--- src/rtl/mem_access_unit.sv ---
// mem_access_unit: CPU-side load/store initiator for a word-addressed data memory
// (combinational read, write on the clk negedge while mem_WE=1).
// Byte/half/word requests on byte addresses; sub-word stores use read-modify-write.
// Optional build macro: MEM_ACCESS_MISALIGN_TRAP_EN adds the err output and traps
// misaligned or reserved-size requests instead of silently aligning them.
module mem_access_unit #(
  parameter int unsigned ADDR_W = 32,
  parameter int unsigned DATA_W = 32
) (
  input  logic              clk,
  input  logic              rst_n,
  input  logic              req,
  input  logic              req_we,
  input  logic [1:0]        req_size,
  input  logic              req_signed,
  input  logic [ADDR_W-1:0] req_addr,
  input  logic [DATA_W-1:0] req_wdata,
  output logic              ready,
  output logic              done,
  output logic [DATA_W-1:0] rdata,
  output logic [ADDR_W-1:0] mem_address,
  output logic [DATA_W-1:0] mem_data_in,
  output logic              mem_WE,
  input  logic [DATA_W-1:0] mem_data_out
`ifdef MEM_ACCESS_MISALIGN_TRAP_EN
  ,
  output logic              err
`endif
);

  localparam int unsigned SIZE_W = 2;
  localparam int unsigned LANE_W = 2;
  localparam int unsigned HALF_W = 16;

  typedef enum logic [1:0] {
    S_IDLE  = 2'd0,
    S_READ  = 2'd1,
    S_WRITE = 2'd2,
    S_DONE  = 2'd3
  } state_e;

  state_e              state_q, state_d;
  logic                ready_q, ready_d;
  logic                done_q, done_d;
  logic                err_q, err_d;
  logic                mem_we_q, mem_we_d;
  logic [DATA_W-1:0]   rdata_q, rdata_d;
  logic [ADDR_W-1:0]   mem_address_q, mem_address_d;
  logic [DATA_W-1:0]   mem_data_in_q, mem_data_in_d;
  logic                op_we_q, op_we_d;
  logic [SIZE_W-1:0]   op_size_q, op_size_d;
  logic                op_signed_q, op_signed_d;
  logic [LANE_W-1:0]   op_lane_q, op_lane_d;
  logic [HALF_W-1:0]   op_wdata_q, op_wdata_d;

  // Pick the addressed lane(s) out of a memory word and extend to a full word.
  function automatic logic [DATA_W-1:0] load_extend(input logic [DATA_W-1:0] word,
                                                    input logic [SIZE_W-1:0] size,
                                                    input logic              sgn,
                                                    input logic [LANE_W-1:0] lane);
    logic [7:0]        b;
    logic [HALF_W-1:0] h;
    logic [DATA_W-1:0] res;
    b = 8'(word >> {lane, 3'b000});
    h = lane[1] ? HALF_W'(word >> 16) : HALF_W'(word);
    case (size)
      2'b00:   res = sgn ? DATA_W'({{24{b[7]}}, b}) : DATA_W'(b);
      2'b01:   res = sgn ? DATA_W'({{16{h[15]}}, h}) : DATA_W'(h);
      default: res = word;
    endcase
    return res;
  endfunction

  // Replace only the addressed byte/half lanes of the old word with store data.
  function automatic logic [DATA_W-1:0] store_merge(input logic [DATA_W-1:0] old_word,
                                                    input logic [HALF_W-1:0] wdata,
                                                    input logic [SIZE_W-1:0] size,
                                                    input logic [LANE_W-1:0] lane);
    logic [DATA_W-1:0] mask;
    logic [DATA_W-1:0] ins;
    mask = '0;
    ins  = '0;
    case (size)
      2'b00: begin
        mask = DATA_W'(32'h0000_00FF) << {lane, 3'b000};
        ins  = DATA_W'(wdata[7:0]) << {lane, 3'b000};
      end
      2'b01: begin
        mask = lane[1] ? DATA_W'(32'hFFFF_0000) : DATA_W'(32'h0000_FFFF);
        ins  = lane[1] ? DATA_W'({wdata, 16'h0000}) : DATA_W'(wdata);
      end
      default: begin
        mask = '0;
        ins  = '0;
      end
    endcase
    return (old_word & ~mask) | (ins & mask);
  endfunction

`ifdef MEM_ACCESS_MISALIGN_TRAP_EN
  // Reserved size, or a half/word whose low address bits are not aligned.
  function automatic logic misaligned(input logic [SIZE_W-1:0] size,
                                      input logic [LANE_W-1:0] lane);
    return (size == 2'b11) ||
           ((size == 2'b01) && lane[0]) ||
           ((size == 2'b10) && (lane != 2'b00));
  endfunction
`endif

  // Next-state, request latching, memory drive and result computation.
  always_comb begin
    state_d       = state_q;
    rdata_d       = rdata_q;
    mem_address_d = mem_address_q;
    mem_data_in_d = mem_data_in_q;
    op_we_d       = op_we_q;
    op_size_d     = op_size_q;
    op_signed_d   = op_signed_q;
    op_lane_d     = op_lane_q;
    op_wdata_d    = op_wdata_q;
    err_d         = 1'b0;
    ready_d       = 1'b0;
    done_d        = 1'b0;
    mem_we_d      = 1'b0;

    case (state_q)
      S_IDLE: begin
        if (req && ready_q) begin
          op_we_d       = req_we;
          op_size_d     = req_size;
          op_signed_d   = req_signed;
          op_lane_d     = req_addr[LANE_W-1:0];
          op_wdata_d    = req_wdata[HALF_W-1:0];
          mem_address_d = {2'b00, req_addr[ADDR_W-1:2]};
`ifdef MEM_ACCESS_MISALIGN_TRAP_EN
          if (misaligned(req_size, req_addr[LANE_W-1:0])) begin
            state_d = S_DONE;
            err_d   = 1'b1;
          end else
`endif
          if (!req_we) begin
            state_d = S_READ;
          end else if (req_size[1]) begin
            // Word store (size 11 treated as word) skips the read.
            state_d       = S_WRITE;
            mem_data_in_d = req_wdata;
          end else begin
            state_d = S_READ;
          end
        end
      end
      S_READ: begin
        if (op_we_q) begin
          mem_data_in_d = store_merge(mem_data_out, op_wdata_q, op_size_q, op_lane_q);
          state_d       = S_WRITE;
        end else begin
          rdata_d = load_extend(mem_data_out, op_size_q, op_signed_q, op_lane_q);
          state_d = S_DONE;
        end
      end
      S_WRITE: state_d = S_DONE;
      S_DONE:  state_d = S_IDLE;
      default: state_d = S_IDLE;
    endcase

    // Status outputs are registered copies of the state being entered.
    ready_d  = (state_d == S_IDLE);
    done_d   = (state_d == S_DONE);
    mem_we_d = (state_d == S_WRITE);
  end

  // State and output registers with synchronous active-low reset.
  always_ff @(posedge clk) begin
    if (!rst_n) begin
      state_q       <= S_IDLE;
      ready_q       <= 1'b1;
      done_q        <= 1'b0;
      err_q         <= 1'b0;
      mem_we_q      <= 1'b0;
      rdata_q       <= '0;
      mem_address_q <= '0;
      mem_data_in_q <= '0;
      op_we_q       <= 1'b0;
      op_size_q     <= '0;
      op_signed_q   <= 1'b0;
      op_lane_q     <= '0;
      op_wdata_q    <= '0;
    end else begin
      state_q       <= state_d;
      ready_q       <= ready_d;
      done_q        <= done_d;
      err_q         <= err_d;
      mem_we_q      <= mem_we_d;
      rdata_q       <= rdata_d;
      mem_address_q <= mem_address_d;
      mem_data_in_q <= mem_data_in_d;
      op_we_q       <= op_we_d;
      op_size_q     <= op_size_d;
      op_signed_q   <= op_signed_d;
      op_lane_q     <= op_lane_d;
      op_wdata_q    <= op_wdata_d;
    end
  end

  assign ready       = ready_q;
  assign done        = done_q;
  assign rdata       = rdata_q;
  assign mem_address = mem_address_q;
  assign mem_data_in = mem_data_in_q;
  assign mem_WE      = mem_we_q;
`ifdef MEM_ACCESS_MISALIGN_TRAP_EN
  assign err         = err_q;
`else
  logic unused_err;
  assign unused_err = err_q;
`endif

endmodule

--- config.mk ---
export PLATFORM = sky130hd
export DESIGN_NAME = mem_access_unit
export DESIGN_NICKNAME = d
export VERILOG_FILES = /design/src/rtl/mem_access_unit.sv
export SDC_FILE = /design/constraint.sdc
export NUM_CORES = 1
export LEC_CHECK = 0
export CAP_MARGIN = 20
export CORE_MARGIN = 10
export CORE_UTILIZATION = 31
export CTS_BUF_LIST = sky130_fd_sc_hd__clkbuf_2 sky130_fd_sc_hd__clkbuf_4 sky130_fd_sc_hd__clkbuf_8
export CTS_CLUSTER_SIZE = 28
export DETAILED_ROUTE_END_ITERATION = 12
export GPL_TIMING_DRIVEN = 0
export PLACE_DENSITY_LB_ADDON = 0.15
export RECOVER_POWER = 25
export SYNTH_ARGS = -nofsm -noshare
export SYNTH_HDL_FRONTEND = slang
export SYNTH_SLANG_ARGS = --single-unit
--- constraint.sdc ---
create_clock -name clk -period 1.9 [get_ports clk]
set_clock_uncertainty 0.05 [all_clocks]
set_input_delay 0.19 -clock clk [delete_from_list [all_inputs] [get_ports clk]]
set_output_delay 0.19 -clock clk [all_outputs]
set_load 0.03 [all_outputs]
==> impl_metrics.py, run 1 <==
metrics = {
    "cells_and_area": {
        "diodes": 0,
        "nets": 1053,
        "final_util_pct": 50.0,
        "drive_gt1_share_pct": 14.1,
        "syn2layout_area_growth_pct": 58.2,
    },
    "placement": {
        "dp_hpwl_mm": 17.5,
        "portBuffers": 199,
        "pre_cts_ws_ps": -757,
        "place.gp.congestion": 0.926,
    },
    "timing": {
        "setup_viol": 0,
        "tightest_slew_ps": 540,
        "fin_crit_sh_pct": 99.4,
        "hold_viol_final": 0,
        "rsz0062_at_grt": "yes",
        "maxSlewViolCount": 0,
        "period_needed_ps": 1890,
        "fmax_ghz": 0.530,
        "relSlewSlack_pct": 64.0,
        "setup_slack_ps": 11.7,
    },
    "routing": {
        "firstDrtPassIters": 5,
        "viasPerCell": 5.21,
        "post_drt_wl_per_cell_um": 19.9,
        "drc": 0,
        "via_count": 6174,
        "drtIter0Drc": 421,
        "ant_nets": 0,
        "routed_wl_mm": 23.6,
    },
    "worst_setup_path": {
        "crit_arrival_ps": 2180,
        "cp-start-kind": "flop",
        "max_stage_delay_ps": 520,
        "critical_path_buf_inv_count": 2,
        "path_max_fanout": 5,
        "critPathKind": "flop to flop",
        "crit_chain": "mux4_2 -> or2_4 -> a41oi_4 -> buf_12 -> buf_8 -> a21oi_2",
        "critPathSlowestCell": "mux4_2",
        "crit_family": "multiplexers",
        "worstPathRequired_ps": 2190,
        "end_kind": "flop",
    },
    "die": {
        "start_util_pct": 31.6,
        "dieArea_um2": 23300,
        "die_h_um": 153,
        "std_cell_rows": 48,
        "core_area_um2": 17300,
        "io_pins": 202,
        "fp.dieW_um": 153,
    },
    "global_routing": {
        "grt_pass1_vias": 5859,
        "grt_usage_pct": 18.9,
        "antenna_found_initial": 0,
        "grt_pass1_wl_mm": 35.1,
        "grt_max_degree": 17,
        "gr-total-overflow": 0,
    },
    "clocking": {
        "cts_sinks": 121,
        "tritoncts": "done",
        "clkTransAtPathRegs_ps": 80,
        "numCtsBuffers": 17,
        "hold_buffers": 0,
        "cts_buffer_depth": 2,
        "cts_max_level": 4,
        "clock-root-buffer": "clkbuf_8",
        "clk_latency_ps": 460,
    },
    "yosys": {
        "synth.most_common_cell": "nand2_1",
        "ys_seq_elements": 121,
        "synth-edff-count": 0,
        "ys_seq_area_share_pct": 44.3,
        "synth_area_leader_cell": "dfxtp_1",
        "netlist_area_um2": 5470,
        "syn-instance-count": 714,
        "yosysWarnings": 0,
        "yosys.area.top_type_share_pct": 44.3,
        "avgSynthCellArea_um2": 7.66,
        "synth_commonest_cells": "176 x nand2_1, 121 x dfxtp_1, 88 x o21ai_0, 74 x a21oi_1, 51 x clkbuf_1",
        "synth_area_leaders": "dfxtp_1 44%, nand2_1 12%, o21ai_0 8.1%",
        "synth_ff_type": "dfxtp_1",
        "async_reset_ff_share_pct": 0,
        "ys_types": 45,
    },
    "outcome": {
        "status": "finished clean",
    },
    "pwr": {
        "irDropWorstVdd_mv": 0.898,
        "p_per_area_nw_per_um2": 1550,
        "power_leakage_uw": 0.00319,
    },
    "hold_path": {
        "hp-class": "primary input to flop",
    },
    "job": {
        "max-cap-violations": 0,
    },
}
flip-flops by register name (all words and copies together), names as in the netlist:
register / cells
op_signed_q: 1
op_size_q: 2
mem_address: 30
mem_WE: 1
ready: 1
done: 1
state_q: 2
op_we_q: 1
op_wdata_q: 16
op_lane_q: 2
rdata: 32
mem_data_in: 32
per-stage QoR:
step                power [µW]  hold WS [ps]  setup TNS, ps  cells  area [µm²]
CTS                      13100           203          -1.63   1179        8420
finish                   13400           228              0   1185        8650
detailed placement       10200           396         -54620   1139        7740
global route             14100           214           -523   1185        8650
floorplan                 7570           276              0    715        5470
global placement         10200           388         -51470   1139        7740
per-layer routing:
layer	routed length, µm	global-route usage [%]
met1	10500	24.3
met5	0	0
met3	2370	7.45
met4	390	5.40
met2	10300	28.7
final timing paths:
| kind | start | to | slack (ps) | cells after the start |
|---|---|---|---|---|
| max reg2reg | op_lane_q[1] | rdata[22] | 10 | 6 |
| max | op_lane_q[1] | rdata[22] | 10 | 6 |
| min | req_addr[2] | mem_address[0] | 230 | 3 |
| min reg2reg | mem_data_in[29] | mem_data_in[29] | 390 | 2 |
where the power goes:
part / switching (µW) / internal, µW / total [µW]
logic: 4190 / 2820 / 7000
registers: 519 / 3380 / 3900
clock network: 1140 / 1330 / 2470
layout make-up:
class | count | area, µm²
Inverter | 13 | 51.3
Tap cell | 225 | 282
Fill cell | 1774 | 8650
Sequential cell | 121 | 2430
Buffer | 56 | 335
Clock inverter | 12 | 151
Clock buffer | 19 | 255
Timing Repair Buffer | 219 | 2220
Multi-Input combinational cell | 520 | 2920
cells in the final DEF, fill, tap and decap left out, types with 5 or more instances in the layout:
| cell type | n |
|---|---|
| nand2_1 | 176 |
| clkdlybuf4s50_1 | 158 |
| dfxtp_1 | 117 |
| o21ai_0 | 74 |
| a21oi_1 | 59 |
| dlygate4sd3_1 | 41 |
| a31oi_1 | 30 |
| nor2_1 | 27 |
| clkbuf_2 | 26 |
| clkbuf_8 | 20 |
| clkbuf_1 | 19 |
| a22o_1 | 19 |
| nand3_1 | 17 |
| a21oi_2 | 15 |
| o21ai_1 | 13 |
| buf_4 | 11 |
| inv_1 | 10 |
| nand2b_1 | 8 |
| o22a_1 | 7 |
| a22oi_1 | 7 |
| a221oi_1 | 7 |
| and3_1 | 7 |
| o221ai_1 | 7 |
| buf_8 | 6 |
| a32oi_1 | 6 |
| buf_6 | 5 |
| clkinvlp_4 | 5 |
worst min-delay path: cells and delay by family:
| family | cells | cell delay (ps) |
|---|---|---|
| buf+inv | 1 | 390 |
| compound gates | 1 | 50 |
| simple gates | 1 | 50 |
kinds of logic (layout without fill, tap and decap cells):
logic type / Yosys count / after routing / share of synthesized area [%]
fa+ha+maj: 2 / 2 / 0.458
simple gates: 256 / 256 / 19.7
compound gates: 258 / 258 / 29.3
flops: 121 / 121 / 44.3
other cells: 1 / 2 / 0.0686
buf+inv: 74 / 319 / 5.63
mux: 2 / 2 / 0.595
repair_timing:
| action | 4_1_cts | 5_1_grt |
|---|---|---|
| endpoints found under the setup margin | 118 | 95 |
| pin swaps | 3 | 4 |
| gates resized for setup | 62 | 66 |
| gates cloned | 2 | 2 |
| setup buffers | 9 | 7 |
No activity file was read; power rests on OpenSTA's default activity.
==> inputs of run 2 (changes only) <==
==> constraint.sdc (replaced) <==
create_clock -name clk -period 2.35 [get_ports clk]
set_clock_uncertainty 0.05 [all_clocks]
set_input_delay 0.235 -clock clk [delete_from_list [all_inputs] [get_ports clk]]
set_output_delay 0.235 -clock clk [all_outputs]
set_load 0.03 [all_outputs]
==> run 2 against run 1 <==
Clock power fell by 19%. First-iteration DRC count fell by 14%. Final cell count fell by 1.1%. Total power fell by 24%. Sequential power fell by 20%. Routed wire length fell by 2.6%. Sequential share of layout area rose by 1.4 points. Cell area fell by 5.2%. Clock-buffer cell count did not move. Largest power group unchanged. Highest routed layer unchanged.
==> impl_metrics.py, run 2 (synthesis results as in run 1) <==
metrics = {
    "routing": {
        "viasPerCell": 5.17,
        "post_drt_wl_per_cell_um": 19.6,
        "firstDrtPassIters": 5,
        "drtIter0Drc": 361,
        "drc": 0,
        "ant_nets": 0,
        "via_count": 6055,
        "routed_wl_mm": 22.9,
    },
    "clocking": {
        "clk_latency_ps": 460,
        "tritoncts": "done",
        "cts_buffer_depth": 2,
        "cts_max_level": 4,
        "clkTransAtPathRegs_ps": 70,
        "cts_sinks": 121,
        "clock-root-buffer": "clkbuf_8",
        "numCtsBuffers": 17,
    },
    "die": {
        "io_pins": 202,
        "fp.dieW_um": 153,
        "die_h_um": 153,
        "dieArea_um2": 23300,
        "start_util_pct": 31.6,
        "std_cell_rows": 48,
        "core_area_um2": 17300,
    },
    "pwr": {
        "irDropWorstVdd_mv": 0.686,
        "clkPwrFrac_pct": 19.6,
        "power_frac_comb_pct": 49.7,
        "pwr-share-seq_pct": 30.7,
        "power_leakage_uw": 0.00301,
        "p_per_area_nw_per_um2": 1240,
        "p_sw_share_pct": 44.4,
        "internal_power_uw": 5650,
        "p_sw_uw": 4510,
    },
    "timing": {
        "fmax_ghz": 0.461,
        "fin_hold_ws_ps": 273,
        "maxSlewViolCount": 0,
        "tightest_slew_ps": 611,
        "relSlewSlack_pct": 59.3,
        "hold_viol_final": 0,
        "period_needed_ps": 2170,
        "rsz0062_at_grt": "no",
        "setup_viol": 0,
        "setup_slack_ps": 182,
        "fin_crit_sh_pct": 92.3,
    },
    "cells_and_area": {
        "fillers": 1811,
        "diodes": 0,
        "final_cell_mix": "176 x nand2_1, 147 x clkdlybuf4s50_1, 121 x dfxtp_1",
        "layout_commonest_cell": "nand2_1",
        "syn2layout_area_growth_pct": 50.0,
        "design_area_um2": 8200,
        "nets": 1040,
        "drive_gt1_share_pct": 6.12,
    },
    "global_routing": {
        "grt_pass1_vias": 5754,
        "antenna_found_initial": 0,
        "gr-total-overflow": 0,
        "grt_pass1_wl_mm": 34.7,
        "grt_max_degree": 17,
        "grt_usage_pct": 18.7,
    },
    "worst_setup_path": {
        "crit_arrival_ps": 2520,
        "end_kind": "flop",
        "path_max_fanout": 10,
        "worstPathRequired_ps": 2700,
        "critPathSlowestCell": "nor2b_1",
        "critPathKind": "flop to flop",
        "critical_path_buf_inv_count": 2,
        "max_stage_delay_ps": 460,
        "cp-start-kind": "flop",
        "crit_chain": "buf_2 -> nor2b_1 -> clkbuf_1 -> o21ai_0 -> a31oi_1 -> a22o_1",
        "crit_family": "compound AO/OA/AOI/OAI gates",
    },
    "hold_path": {
        "hp-class": "primary input to flop",
    },
    "outcome": {
        "status": "finished clean",
    },
    "placement": {
        "place_area_um2": 7740,
        "pre_cts_ws_ps": -352,
        "dp_hpwl_mm": 17.5,
        "place.gp.congestion": 0.926,
        "portBuffers": 199,
    },
    "job": {
        "max-cap-violations": 0,
    },
}
-- run 2: cell types whose count changed in the layout (fill, tap and decap cells not counted), sizes merged --
| cell | previous run | this run |
|---|---|---|
| clkbuf | 70 | 69 |
| dlygate4sd3 | 41 | 52 |
| clkdlybuf4s50 | 158 | 147 |
| buf | 25 | 13 |
-- run 2: stage by stage --
stage / utilization [%] / std cells / TNS [ps] / power (µW)
3_5_place_dp: 44.8 / 1139 / -11870 / 8270
6_report: 47.4 / 1172 / 0 / 10200
4_1_cts: 47.3 / 1170 / 0 / 10300
5_1_grt: 47.4 / 1172 / 0 / 10800
2_1_floorplan: - / 715 / 0 / 6120
3_3_place_gp: 44.8 / 1139 / -9340 / 8250
-- run 2: worst min-delay path, cell delays in order --
cell and delay (ps):
clkdlybuf4s50_1 390, nand2_1 50, a21oi_1 50
-- run 2: area by class of cell --
| type | instances | area [µm²] | share of cell area (%) |
|---|---|---|---|
| buffer | 60 | 259 | 3.16 |
| clock buffer | 19 | 255 | 3.11 |
| clock inverter | 12 | 151 | 1.85 |
| inverter | 13 | 48.8 | 0.595 |
| multi-input combinational | 520 | 2770 | 33.8 |
| sequential | 121 | 2420 | 29.5 |
| tap | 225 | 282 | 3.43 |
| timing repair buffer | 202 | 2010 | 24.6 |
-- run 2: final timing paths --
| check | from | endpoint | slack (ps) | cells after the start |
|---|---|---|---|---|
| hold / removal | req_addr[2] | mem_address[0] | 270 | 3 |
| hold reg to reg | mem_address[18] | mem_address[18] | 400 | 2 |
| setup / recovery | op_lane_q[0] | mem_data_in[7] | 180 | 6 |
| setup reg to reg | op_lane_q[0] | mem_data_in[7] | 180 | 6 |
-- run 2: repair_timing --
| action | CTS | global route |
|---|---|---|
| hold buffers | 0 | 0 |
| setup endpoints to repair | 32 | 32 |
| buffers inserted | 0 | 3 |
| resized for setup | 4 | 4 |
| pin swaps | 0 | 2 |
-- run 2: power by group through the flow --
stage	Clock, µW	Sequential (µW)	Combinational, µW
floorplan	0	4240	1880
global placement	0	3150	5100
detailed placement	0	3170	5100
CTS	2030	3130	5150
global route	2130	3200	5460
finish	1990	3120	5050
-- run 2: per-layer routing --
metal	part of all wire, %	global-route usage (%)	vias to the layer above	routed length [µm]
li1	-	-	2954	-
met1	45	24.2	2783	10300
met2	43	28.1	293	9930
met3	10	7.42	25	2340
met4	1.7	5.18	0	380
met5	0	0	-	0
==> inputs of run 3 (changes only) <==
--- a/config.mk
+++ b/config.mk
@@ -5,6 +5,7 @@
 export SDC_FILE = /design/constraint.sdc
 export NUM_CORES = 1
 export LEC_CHECK = 0
+export ABC_AREA = 1
 export CAP_MARGIN = 20
 export CORE_MARGIN = 10
 export CORE_UTILIZATION = 31
==> constraint.sdc (replaced) <==
create_clock -name clk -period 2.35 [get_ports clk]
set_clock_uncertainty 0.05 [all_clocks]
set_input_delay 0.3525 -clock clk [delete_from_list [all_inputs] [get_ports clk]]
set_output_delay 0.3525 -clock clk [all_outputs]
set_load 0.03 [all_outputs]
==> run 3 against run 2 <==
Synthesized cell count is 29% higher. Routed wire length is 4.5% higher. Combinational power is 24% higher. First-iteration DRC count is 23% higher. Clock power is 11% higher. Final cell count is 18% higher. Critical path type unchanged.
==> impl_metrics.py, run 3 <==
metrics = {
    "global_routing": {
        "grt_pass1_vias": 6412,
        "gr-total-overflow": 0,
        "grt_pass1_wl_mm": 36.2,
        "antenna_found_initial": 0,
        "grt_usage_pct": 19.0,
        "grt_max_degree": 17,
    },
    "timing": {
        "period_needed_ps": 2140,
        "fin_hold_ws_ps": 295,
        "tightest_slew_ps": 695,
        "relSlewSlack_pct": 53.7,
        "fin_crit_sh_pct": 90.9,
        "fmax_ghz": 0.468,
        "setup_viol": 0,
        "hold_viol_final": 0,
        "fin_setup_tns_ps": 0,
        "rsz0062_at_grt": "no",
        "maxSlewViolCount": 0,
    },
    "cells_and_area": {
        "fillers": 1939,
        "seq_area_um2": 2420,
        "diodes": 0,
        "multi_input_area_um2": 2940,
        "final_cell_mix": "219 x nand2_1, 199 x nor2_1, 154 x clkdlybuf4s50_1",
        "layout_commonest_cell": "nand2_1",
        "nets": 1242,
        "drive_gt1_share_pct": 7.04,
        "syn2layout_area_growth_pct": 46.5,
    },
    "worst_setup_path": {
        "worstPathRequired_ps": 2690,
        "end_kind": "flop",
        "cp-start-kind": "flop",
        "critPathKind": "flop to flop",
        "crit_arrival_ps": 2480,
        "critical_path_buf_inv_count": 5,
        "critPathSlowestCell": "clkbuf_1",
        "crit_family": "buffers and inverters",
        "crit_chain": "inv_1 -> ha_1 -> inv_1 -> nor2_1 -> inv_1 -> clkbuf_1 -> buf_2 -> nor2_1 -> nor2_1",
        "path_max_fanout": 10,
        "max_stage_delay_ps": 440,
    },
    "routing": {
        "viasPerCell": 4.72,
        "drtIter0Drc": 444,
        "drc": 0,
        "ant_nets": 0,
        "via_count": 6535,
        "firstDrtPassIters": 6,
        "post_drt_wl_per_cell_um": 17.3,
        "routed_wl_mm": 24.0,
    },
    "yosys": {
        "ys_types": 26,
        "ys_seq_elements": 121,
        "synth_area_leaders": "dfxtp_1 41%, nand2_1 14%, nor2_1 13%",
        "yosys.area.top_type_share_pct": 41.2,
        "synth_area_leader_cell": "dfxtp_1",
        "synth_ff_type": "dfxtp_1",
        "async_reset_ff_share_pct": 0,
        "avgSynthCellArea_um2": 6.40,
        "syn-instance-count": 919,
        "ys_seq_area_share_pct": 41.2,
        "synth.most_common_cell": "nand2_1",
        "netlist_area_um2": 5880,
        "yosysWarnings": 0,
        "synth-edff-count": 0,
        "synth_commonest_cells": "220 x nand2_1, 199 x nor2_1, 121 x dfxtp_1, 84 x o21ai_0, 72 x a21oi_1",
    },
    "clocking": {
        "clock-root-buffer": "clkbuf_8",
        "cts_buffer_depth": 2,
        "clk_latency_ps": 460,
        "tritoncts": "done",
        "cts_sinks": 121,
        "postCtsSetupBuffers": 0,
        "hold_buffers": 0,
        "clkTransAtPathRegs_ps": 70,
        "cts_max_level": 4,
        "numCtsBuffers": 17,
    },
    "die": {
        "std_cell_rows": 50,
        "fp.dieW_um": 158,
        "io_pins": 202,
        "dieArea_um2": 24900,
        "start_util_pct": 31.4,
        "core_area_um2": 18700,
        "die_h_um": 158,
    },
    "outcome": {
        "status": "finished clean",
    },
    "placement": {
        "place.gp.congestion": 0.926,
        "portBuffers": 198,
        "dp_hpwl_mm": 18.7,
    },
    "pwr": {
        "power_leakage_uw": 0.00381,
        "irDropWorstVdd_mv": 0.612,
        "p_per_area_nw_per_um2": 1360,
    },
    "job": {
        "max-cap-violations": 0,
    },
    "hold_path": {
        "hp-class": "primary input to flop",
    },
}
## run 3: cell types whose count changed after synthesis, moves of 9 or more
cell      delta
inv_1       +53
nand2_1     +44
nand3_1     +29
a22o_1      -19
inv_2       +10
a31oi_1     -29
clkbuf_1    -20
nor2_1     +170
a21oi_2     +10
a221oi_1     -9
nand2b_1     -9
nand4_1      +9
## run 3: cell families after synthesis
| group | Yosys count | synth area share, % |
|---|---|---|
| other | 1 | 0.0638 |
| DFF | 121 | 41.2 |
| buffers and inverters | 130 | 8.98 |
| and+or+nand+nor | 486 | 33.1 |
| AOI/OAI and AO/OA | 179 | 16.2 |
| adders and majority gates | 2 | 0.426 |
## run 3: metal layers
metal / up-vias / wire [µm] / GRT usage, %
met5: - / 0 / 0
met4: 0 / 524 / 6.50
met3: 35 / 2570 / 8.47
met2: 254 / 10900 / 30.6
met1: 2893 / 9990 / 22.0
li1: 3353 / - / -
## run 3: where the power goes
group / leakage, µW / switching (µW) / total [µW] / internal, µW
combinational: 0.00258 / 4140 / 6260 / 2120
clock: 0.000233 / 909 / 2200 / 1290
sequential: 0.000994 / 437 / 3230 / 2800
total: 0.00381 / 5480 / 11700 / 6220
## run 3: area by class of cell
class                      count  share of cell area (%)
buffer                        54                    2.82
clock buffer                  19                    2.96
clock inverter                13                    2.32
inverter                      76                    3.31
multi-input combinational    669                    34.1
sequential                   121                    28.1
tap                          234                    3.40
timing repair buffer         198                    23.0
## run 3: worst paths after layout
| path | startpoint | to | slack, ps | cells after the start |
|---|---|---|---|---|
| max | state_q[0] | op_wdata_q[8] | 210 | 9 |
| max reg2reg | state_q[0] | op_wdata_q[8] | 210 | 9 |
| min | rst_n | op_wdata_q[15] | 300 | 3 |
| min reg2reg | mem_data_in[11] | mem_data_in[11] | 410 | 2 |
## run 3: through the flow
stage | power [µW] | utilization [%] | worst slack, ps | cell area, µm² | cells
3_5_place_dp | 9630 | 43.6 | 146 | 8160 | 1352
3_3_place_gp | 9620 | 43.6 | 131 | 8160 | 1352
6_report | 11700 | 46.1 | 213 | 8620 | 1384
4_1_cts | 11900 | 46.0 | 152 | 8610 | 1384
5_1_grt | 12600 | 46.1 | 60.6 | 8620 | 1384
2_1_floorplan | 7170 | - | 740 | 5880 | 920
## run 3: what timing repair did
| item | in CTS | in global routing |
|---|---|---|
| endpoints found under the hold margin | 0 | 0 |
| endpoints found under the setup margin | 0 | 1 |
| gates resized for setup | 0 | 1 |
## run 3: worst register-to-register path: cells and delay by family (launching register included)
| kind | cells | cell delay, ps |
|---|---|---|
| buffers and inverters | 5 | 1160 |
| DFF | 1 | 340 |
| and+or+nand+nor | 3 | 280 |
| adders and majority gates | 1 | 250 |
